<file path="src/rtl/mem_port_arbiter_if.sv">
// Bundle of the pipeline-side and bus-side signals of the memory port arbiter.
// The slave modport is the arbiter's view; master is the view of the pipeline
// and memory model that surround it.
interface mem_port_arbiter_if #(
  parameter int ADDR_WIDTH = 32,
  parameter int DATA_WIDTH = 32
);
  // Instruction fetch side
  logic                  if_req;
  logic [ADDR_WIDTH-1:0] if_addr;
  logic [DATA_WIDTH-1:0] if_rdata;
  logic                  if_valid;
  // Load/store side
  logic                  mem_read;
  logic                  mem_write;
  logic [ADDR_WIDTH-1:0] mem_addr;
  logic [DATA_WIDTH-1:0] mem_wdata;
  logic [DATA_WIDTH-1:0] mem_rdata;
  logic                  mem_done;
  // Pipeline freeze controls
  logic                  stall_if;
  logic                  stall_mem;
  // Unified memory bus
  logic                  bus_req;
  logic                  bus_we;
  logic [ADDR_WIDTH-1:0] bus_addr;
  logic [DATA_WIDTH-1:0] bus_wdata;
  logic [DATA_WIDTH-1:0] bus_rdata;
  logic                  bus_ack;
  // Sticky bus timeout flag
  logic                  err;

  modport slave (
    input  if_req, if_addr, mem_read, mem_write, mem_addr, mem_wdata,
    input  bus_rdata, bus_ack,
    output if_rdata, if_valid, mem_rdata, mem_done, stall_if, stall_mem,
    output bus_req, bus_we, bus_addr, bus_wdata, err
  );

  modport master (
    output if_req, if_addr, mem_read, mem_write, mem_addr, mem_wdata,
    output bus_rdata, bus_ack,
    input  if_rdata, if_valid, mem_rdata, mem_done, stall_if, stall_mem,
    input  bus_req, bus_we, bus_addr, bus_wdata, err
  );
endinterface

</file>
<file path="src/rtl/mem_port_arbiter.sv">
// Shares one memory bus between instruction fetch and load/store.
// Data accesses win over fetches; each access is a req/ack transaction that
// ends in a one-cycle done pulse. A hung bus is aborted after TIMEOUT cycles
// without ack, raising a sticky err and returning zero data.
module mem_port_arbiter #(
  parameter int ADDR_WIDTH = 32,
  parameter int DATA_WIDTH = 32,
  parameter int TIMEOUT    = 15,
  parameter int TO_WIDTH   = 4
) (
  input  logic               clk,
  input  logic               rst_n,
  mem_port_arbiter_if.slave  p
);

  typedef enum logic [2:0] {
    IDLE   = 3'd0,
    D_WAIT = 3'd1,
    I_WAIT = 3'd2,
    D_DONE = 3'd3,
    I_DONE = 3'd4
  } state_t;

  state_t                state_q,     state_d;
  logic                  bus_req_q,   bus_req_d;
  logic                  bus_we_q,    bus_we_d;
  logic [ADDR_WIDTH-1:0] bus_addr_q,  bus_addr_d;
  logic [DATA_WIDTH-1:0] bus_wdata_q, bus_wdata_d;
  logic [DATA_WIDTH-1:0] if_rdata_q,  if_rdata_d;
  logic [DATA_WIDTH-1:0] mem_rdata_q, mem_rdata_d;
  logic                  if_valid_q,  if_valid_d;
  logic                  mem_done_q,  mem_done_d;
  logic                  err_q,       err_d;
  logic [TO_WIDTH-1:0]   to_cnt_q,    to_cnt_d;

  // Value the wait counter would take this cycle; reaching TIMEOUT means
  // TIMEOUT consecutive ack-less cycles have elapsed and the access is aborted.
  logic [TO_WIDTH-1:0]   to_cnt_inc;
  logic                  timeout_hit;

  // Next-state, bus sequencing, data capture and timeout handling
  always_comb begin
    state_d     = state_q;
    bus_req_d   = bus_req_q;
    bus_we_d    = bus_we_q;
    bus_addr_d  = bus_addr_q;
    bus_wdata_d = bus_wdata_q;
    if_rdata_d  = if_rdata_q;
    mem_rdata_d = mem_rdata_q;
    if_valid_d  = 1'b0;
    mem_done_d  = 1'b0;
    err_d       = err_q;
    to_cnt_d    = to_cnt_q;
    to_cnt_inc  = to_cnt_q + TO_WIDTH'(1);
    timeout_hit = (to_cnt_inc == TO_WIDTH'(TIMEOUT));

    case (state_q)
      IDLE: begin
        if (p.mem_read || p.mem_write) begin
          // Data beats fetch; a simultaneous read+write is treated as a write.
          bus_addr_d  = p.mem_addr;
          bus_wdata_d = p.mem_wdata;
          bus_we_d    = p.mem_write;
          bus_req_d   = 1'b1;
          to_cnt_d    = '0;
          state_d     = D_WAIT;
        end else if (p.if_req) begin
          bus_addr_d  = p.if_addr;
          bus_we_d    = 1'b0;
          bus_req_d   = 1'b1;
          to_cnt_d    = '0;
          state_d     = I_WAIT;
        end
      end

      D_WAIT: begin
        if (p.bus_ack) begin
          bus_req_d  = 1'b0;
          if (!bus_we_q) mem_rdata_d = p.bus_rdata;
          to_cnt_d   = '0;
          mem_done_d = 1'b1;
          state_d    = D_DONE;
        end else if (timeout_hit) begin
          bus_req_d  = 1'b0;
          err_d      = 1'b1;
          if (!bus_we_q) mem_rdata_d = '0;
          to_cnt_d   = '0;
          mem_done_d = 1'b1;
          state_d    = D_DONE;
        end else begin
          to_cnt_d   = to_cnt_inc;
        end
      end

      I_WAIT: begin
        if (p.bus_ack) begin
          bus_req_d  = 1'b0;
          if_rdata_d = p.bus_rdata;
          to_cnt_d   = '0;
          if_valid_d = 1'b1;
          state_d    = I_DONE;
        end else if (timeout_hit) begin
          bus_req_d  = 1'b0;
          err_d      = 1'b1;
          if_rdata_d = '0;
          to_cnt_d   = '0;
          if_valid_d = 1'b1;
          state_d    = I_DONE;
        end else begin
          to_cnt_d   = to_cnt_inc;
        end
      end

      // The done cycle never re-grants: the requester is still holding its
      // request this cycle and must not be served twice.
      D_DONE:  state_d = IDLE;
      I_DONE:  state_d = IDLE;
      default: state_d = IDLE;
    endcase
  end

  // State and output registers; reset abandons any in-flight access
  always_ff @(posedge clk or negedge rst_n) begin
    if (!rst_n) begin
      state_q     <= IDLE;
      bus_req_q   <= 1'b0;
      bus_we_q    <= 1'b0;
      bus_addr_q  <= '0;
      bus_wdata_q <= '0;
      if_rdata_q  <= '0;
      mem_rdata_q <= '0;
      if_valid_q  <= 1'b0;
      mem_done_q  <= 1'b0;
      err_q       <= 1'b0;
      to_cnt_q    <= '0;
    end else begin
      state_q     <= state_d;
      bus_req_q   <= bus_req_d;
      bus_we_q    <= bus_we_d;
      bus_addr_q  <= bus_addr_d;
      bus_wdata_q <= bus_wdata_d;
      if_rdata_q  <= if_rdata_d;
      mem_rdata_q <= mem_rdata_d;
      if_valid_q  <= if_valid_d;
      mem_done_q  <= mem_done_d;
      err_q       <= err_d;
      to_cnt_q    <= to_cnt_d;
    end
  end

  assign p.bus_req   = bus_req_q;
  assign p.bus_we    = bus_we_q;
  assign p.bus_addr  = bus_addr_q;
  assign p.bus_wdata = bus_wdata_q;
  assign p.if_rdata  = if_rdata_q;
  assign p.if_valid  = if_valid_q;
  assign p.mem_rdata = mem_rdata_q;
  assign p.mem_done  = mem_done_q;
  assign p.err       = err_q;

  // Stalls follow the live requests so the pipeline freezes the same cycle
  assign p.stall_if  = p.if_req && !if_valid_q;
  assign p.stall_mem = (p.mem_read || p.mem_write) && !mem_done_q;

endmodule

</file>
<file path="src/flat_wrapper.sv">
// flat-port wrapper written by rule: the top's interface ports become plain ports
module mem_port_arbiter_flat 
#(
  parameter int ADDR_WIDTH = 32,
  parameter int DATA_WIDTH = 32,
  parameter int TIMEOUT    = 15,
  parameter int TO_WIDTH   = 4
)
  (clk, rst_n, p_if_req, p_if_addr, p_mem_read, p_mem_write, p_mem_addr, p_mem_wdata, p_bus_rdata, p_bus_ack, p_if_rdata, p_if_valid, p_mem_rdata, p_mem_done, p_stall_if, p_stall_mem, p_bus_req, p_bus_we, p_bus_addr, p_bus_wdata, p_err);
  mem_port_arbiter_if #(.ADDR_WIDTH(ADDR_WIDTH), .DATA_WIDTH(DATA_WIDTH)) p_i ();
  input  logic clk;
  input  logic rst_n;
  input wire logic [$bits(p_i.if_req)-1:0] p_if_req;
  input wire logic [$bits(p_i.if_addr)-1:0] p_if_addr;
  input wire logic [$bits(p_i.mem_read)-1:0] p_mem_read;
  input wire logic [$bits(p_i.mem_write)-1:0] p_mem_write;
  input wire logic [$bits(p_i.mem_addr)-1:0] p_mem_addr;
  input wire logic [$bits(p_i.mem_wdata)-1:0] p_mem_wdata;
  input wire logic [$bits(p_i.bus_rdata)-1:0] p_bus_rdata;
  input wire logic [$bits(p_i.bus_ack)-1:0] p_bus_ack;
  output wire logic [$bits(p_i.if_rdata)-1:0] p_if_rdata;
  output wire logic [$bits(p_i.if_valid)-1:0] p_if_valid;
  output wire logic [$bits(p_i.mem_rdata)-1:0] p_mem_rdata;
  output wire logic [$bits(p_i.mem_done)-1:0] p_mem_done;
  output wire logic [$bits(p_i.stall_if)-1:0] p_stall_if;
  output wire logic [$bits(p_i.stall_mem)-1:0] p_stall_mem;
  output wire logic [$bits(p_i.bus_req)-1:0] p_bus_req;
  output wire logic [$bits(p_i.bus_we)-1:0] p_bus_we;
  output wire logic [$bits(p_i.bus_addr)-1:0] p_bus_addr;
  output wire logic [$bits(p_i.bus_wdata)-1:0] p_bus_wdata;
  output wire logic [$bits(p_i.err)-1:0] p_err;
  assign p_i.if_req = p_if_req;
  assign p_i.if_addr = p_if_addr;
  assign p_i.mem_read = p_mem_read;
  assign p_i.mem_write = p_mem_write;
  assign p_i.mem_addr = p_mem_addr;
  assign p_i.mem_wdata = p_mem_wdata;
  assign p_i.bus_rdata = p_bus_rdata;
  assign p_i.bus_ack = p_bus_ack;
  assign p_if_rdata = p_i.if_rdata;
  assign p_if_valid = p_i.if_valid;
  assign p_mem_rdata = p_i.mem_rdata;
  assign p_mem_done = p_i.mem_done;
  assign p_stall_if = p_i.stall_if;
  assign p_stall_mem = p_i.stall_mem;
  assign p_bus_req = p_i.bus_req;
  assign p_bus_we = p_i.bus_we;
  assign p_bus_addr = p_i.bus_addr;
  assign p_bus_wdata = p_i.bus_wdata;
  assign p_err = p_i.err;
  mem_port_arbiter #(.ADDR_WIDTH(ADDR_WIDTH), .DATA_WIDTH(DATA_WIDTH), .TIMEOUT(TIMEOUT), .TO_WIDTH(TO_WIDTH)) u_core (.clk(clk), .rst_n(rst_n), .p(p_i));
endmodule
</file>
<file path="config.mk">
export PLATFORM = sky130hd
export DESIGN_NAME = mem_port_arbiter_flat
export DESIGN_NICKNAME = d
export VERILOG_FILES = /design/src/rtl/mem_port_arbiter_if.sv /design/src/rtl/mem_port_arbiter.sv /design/src/flat_wrapper.sv
export SDC_FILE = /design/constraint.sdc
export NUM_CORES = 1
export LEC_CHECK = 0
export ABC_AREA = 1
export CAP_MARGIN = 20
export CORE_MARGIN = 10
export CORE_UTILIZATION = 47
export CTS_BUF_LIST = sky130_fd_sc_hd__clkbuf_4 sky130_fd_sc_hd__clkbuf_8
export CTS_CLUSTER_DIAMETER = 100
export CTS_CLUSTER_SIZE = 25
export DETAILED_ROUTE_END_ITERATION = 6
export PLACE_DENSITY = 0.89
export SETUP_SLACK_MARGIN = 0.5
export SYNTH_ARGS = -nofsm -noshare
export SYNTH_HDL_FRONTEND = slang
export SYNTH_SLANG_ARGS = --single-unit
</file>
<file path="constraint.sdc">
create_clock -name clk -period 3.7 [get_ports clk]
set_input_delay 0.74 -clock clk [delete_from_list [all_inputs] [get_ports clk]]
set_output_delay 0.74 -clock clk [all_outputs]
set_load 0.02 [all_outputs]
</file>
-- Word-level counts from Yosys, hierarchy flattened
Index checks and enable logic that the tools add are counted.
- bits in registers: 140
- input port bits: 134
- output and inout bits: 135
- logic and storage cells: 70
- add/subtract/negate cells: 1
- equal/unequal tests: 7
- mux-type cells: 31
- bitwise gates (word level): 2
- reduce and logical (&&, ||, !) cells: 18
- operator list (cell ; number):
    two-way mux 32 bit ; 8
    two-way mux 3 bit ; 6
    two-way mux 4 bit ; 4
    AND reduction 3 bit ; 4
    two-way mux 1 bit ; 10
    inequality test 3 x 2 -> 1 bit (second input constant) ; 3
    one-hot mux 3 bit (3 select lines) ; 1
    one-hot mux 4 bit (2 select lines) ; 1
    AND reduction 2 bit ; 4
    nonzero test 2 bit ; 3
    adder 4 x 1 -> 4 bit (second input constant) ; 1
    == test 4 bit (second input constant) ; 1
    == test 3 x 1 -> 1 bit (second input constant) ; 1
    == test 3 x 2 -> 1 bit (second input constant) ; 1
    zero test 3 bit ; 1
    inequality test 3 x 1 -> 1 bit (second input constant) ; 1
    logical AND 1 bit ; 2
    zero test 1 bit ; 2
    NOT 1 bit ; 2
    one-hot mux 1 bit (2 select lines) ; 1
    OR reduction 2 bit ; 1
    logical OR 1 bit ; 1

-- Logic depth before layout (Yosys ltp)
- depth in word-level cells: 5
- mapped depth: 12
- depth with buffers taken out: 10

-- Worst setup path after synthesis
No wires, ideal clock.
- kind: in2out
- from: input port p_mem_write
- to: output port p_stall_mem
- data arrival time: 1.347 ns
- data required time: 2.960 ns
- slack: 1.613 ns
- stages on the path: 3
- buffers on the path: 1
- cell sequence: nor2_4 -> clkbuf_1 -> nor2_1
- longest elaborated chain between the ends: 2
- RTL lines (item ; line ; text):
    start, declared ; flat_wrapper.sv:16 ; input wire logic [$bits(p_i.mem_write)-1:0] p_mem_write;
    logical OR 1 bit ; mem_port_arbiter.sv:163 ; assign p.stall_mem = (p.mem_read || p.mem_write) && !mem_done_q;
    logical AND 1 bit ; mem_port_arbiter.sv:163 ;
    end, declared ; flat_wrapper.sv:26 ; output wire logic [$bits(p_i.stall_mem)-1:0] p_stall_mem;
No other way between the ends.

-- Final worst setup path
Ends and elaborated chain as after synthesis.

==> results_dict.tcl <==
set metrics [dict create \
    clkSlewWorstSetupHoldPaths_ps 70 \
    finalPower_mw 7.99 \
    port_buffers 268 \
    antenna_found_initial 1 \
    fin_crit_sh 0.758 \
    required_ps 2960 \
    timing.final.crit_period_ps 2800 \
    synth_cell_types 28 \
    post_cts_resized 0 \
    leakage_nw 4.35 \
    synth_warnings 0 \
    finalSetupViolCount 0 \
    grt_pass1_wl_mm 30.1 \
    slew_violations 0 \
    core_area_mm2 0.0126 \
    worstSetupStartpointType "input port" \
    fin_cells 1071 \
    hold_ws_ps 345 \
    area_growth_pct 54.3 \
    post-route-cell-area_mm2 0.00929 \
    max_freq_ghz 0.357 \
    powerDensity_mw_per_mm2 861 \
    netlist_instances 628 \
    io_pins 269 \
    cts_tree "done" \
    firstDrtPassIters 5 \
    cts_made_buffers 17 \
    ant_nets 0 \
    syn_area_per_cell_um2 9.59 \
    clock_sinks 140 \
    relSlewSlack 0.316 \
    die_h_um 133 \
    setup_tns_ps 0 \
    hp-class "input port to async pin" \
    finClkSkew_ps 8.97 \
    grt.overflow.total 0 \
    nets 1021 \
    vias 5343 \
    synth_top_area_share 0.582 \
    detail_route.iter0.violations 381 \
    fillerInstances 881 \
    placed_area_mm2 0.00880 \
    grt_max_degree 86 \
    yosysSeqAreaShare 0.582 \
    place_congestion 0.798 \
    viasPerCell 4.99 \
    max_cap_viol_count 0 \
    dp_hpwl_mm 14.0 \
    dieArea_mm2 0.0177 \
    num_rows 41 \
    crit_type "input port to primary output" \
    clk_latency_ps 430 \
    rsz0062_at_grt "false" \
    tightest_slew_ps 1020 \
    mostFrequentLayoutCell "clkdlybuf4s50_1" \
    path_max_fanout 2 \
    drcViolationCount 0 \
    vdd_drop_max_mv 0.403 \
    grt.total_usage 0.213 \
    hold_buffers 0 \
    synth_top_area_cell "dfrtp_1" \
    ys_seq_elements 140 \
    cp.arrival_ps 2060 \
    synth_area_mm2 0.00602 \
    die_w_um 133 \
    totalWireLength_mm 18.8 \
    yosys-top-cells-area "dfrtp_1, nand2_1, mux2_2" \
    layout_common_cells "clkdlybuf4s50_1, nand2_1, dfrtp_1" \
    initial_core_util 0.479 \
    final_hold_viol_count 0 \
    layout-drive-gt1-share 0.116 \
    routedWlPerCell_um 17.6 \
    run_status "completed" \
    htree_levels 4 \
    root_buffer "clkbuf_8" \
    endpoint_kind "primary output" \
    dp.cells 1038 \
    grt_pass1_vias 5567 \
    cts_setup_buffers 0 \
    syn-num-nets 764 \
    cts_buffer_depth 2 \
]
[per-stage QoR]
step | util | worst slack [ps]
final | 0.739 | 896
after global routing | 0.739 | 850
after CTS | 0.739 | 872
after detailed placement | 0.700 | 873
after global placement | 0.700 | 903
after floorplan | - | 1610
[path summary, 6_finish.rpt]
path	end	cells past startpoint	slack [ps]	from
worst max register to register	u_core.p.if_rdata[18]	10	1270	u_core.to_cnt_q[0]
worst max-delay path	p_stall_mem	4	900	p_mem_write
worst min-delay path	u_core.p.mem_rdata[6]	1	350	rst_n
max in group asynchronous	u_core.to_cnt_q[3]	2	2570	rst_n
worst min register to register	u_core.p.mem_rdata[0]	2	470	u_core.p.mem_rdata[0]
min in group clk	u_core.p.mem_rdata[0]	2	470	u_core.p.mem_rdata[0]
[final cells by class]
| cell class | instances | area [µm²] | share of cell area |
|---|---|---|---|
| timing repair buffer | 277 | 2780 | 0.299 |
| clock inverter | 6 | 155 | 0.0167 |
| tap | 172 | 215 | 0.0232 |
| clock buffer | 26 | 327 | 0.0352 |
| multi-input combinational | 399 | 2120 | 0.228 |
| inverter | 50 | 188 | 0.0202 |
| sequential | 140 | 3500 | 0.377 |
| antenna | 1 | 2.50 | 0.000269 |
[critical path, stage by stage]
cell             delay [ps]
clkdlybuf4s50_1         560
nor2_4                   60
nor2_1                   90
clkdlybuf4s50_1         610
[cell usage after synthesis (all sizes together)]
library cell / instances
nand4: 33
o22ai: 1
nand3: 5
nor2: 38
nand3b: 1
clkbuf: 16
o21bai: 1
inv: 49
mux2: 32
o21ai: 37
nand2: 215
buf: 23
a21oi: 2
ha: 2
a31oi: 32
clkinv: 1
dfrtp: 140
[routing by layer]
layer,vias up,GRT usage,part of all wire
met5,-,0,0
met4,0,0.0889,0.031
met3,35,0.0996,0.11
met2,240,0.350,0.48
met1,2507,0.233,0.38
li1,2561,-,-
[where the power goes]
group | internal [mW] | switching (mW)
clock | 0.913 | 0.548
combinational | 1.79 | 2.14
sequential | 2.22 | 0.377
[logic make-up (layout without fill, tap and decap cells)]
group | after synthesis | count (layout) | share of synthesized area
compound gates | 73 | 73 | 0.0786
buf+inv | 89 | 359 | 0.0671
mux | 32 | 32 | 0.0599
other cells | 0 | 1 | 0
simple gates | 292 | 292 | 0.208
flops | 140 | 140 | 0.582
fa+ha+maj | 2 | 2 | 0.00416
[state kept, by name, summed over array words and instances (netlist names)]
register,cells
u_core.p.mem_rdata,32
u_core.p.bus_we,1
u_core.p.bus_addr,32
u_core.p.mem_done,1
u_core.state_q,3
u_core.p.if_valid,1
u_core.p.if_rdata,32
u_core.p.bus_req,1
u_core.p.bus_wdata,32
u_core.to_cnt_q,4
u_core.p.err,1
Power figures use the tool's default switching activity.
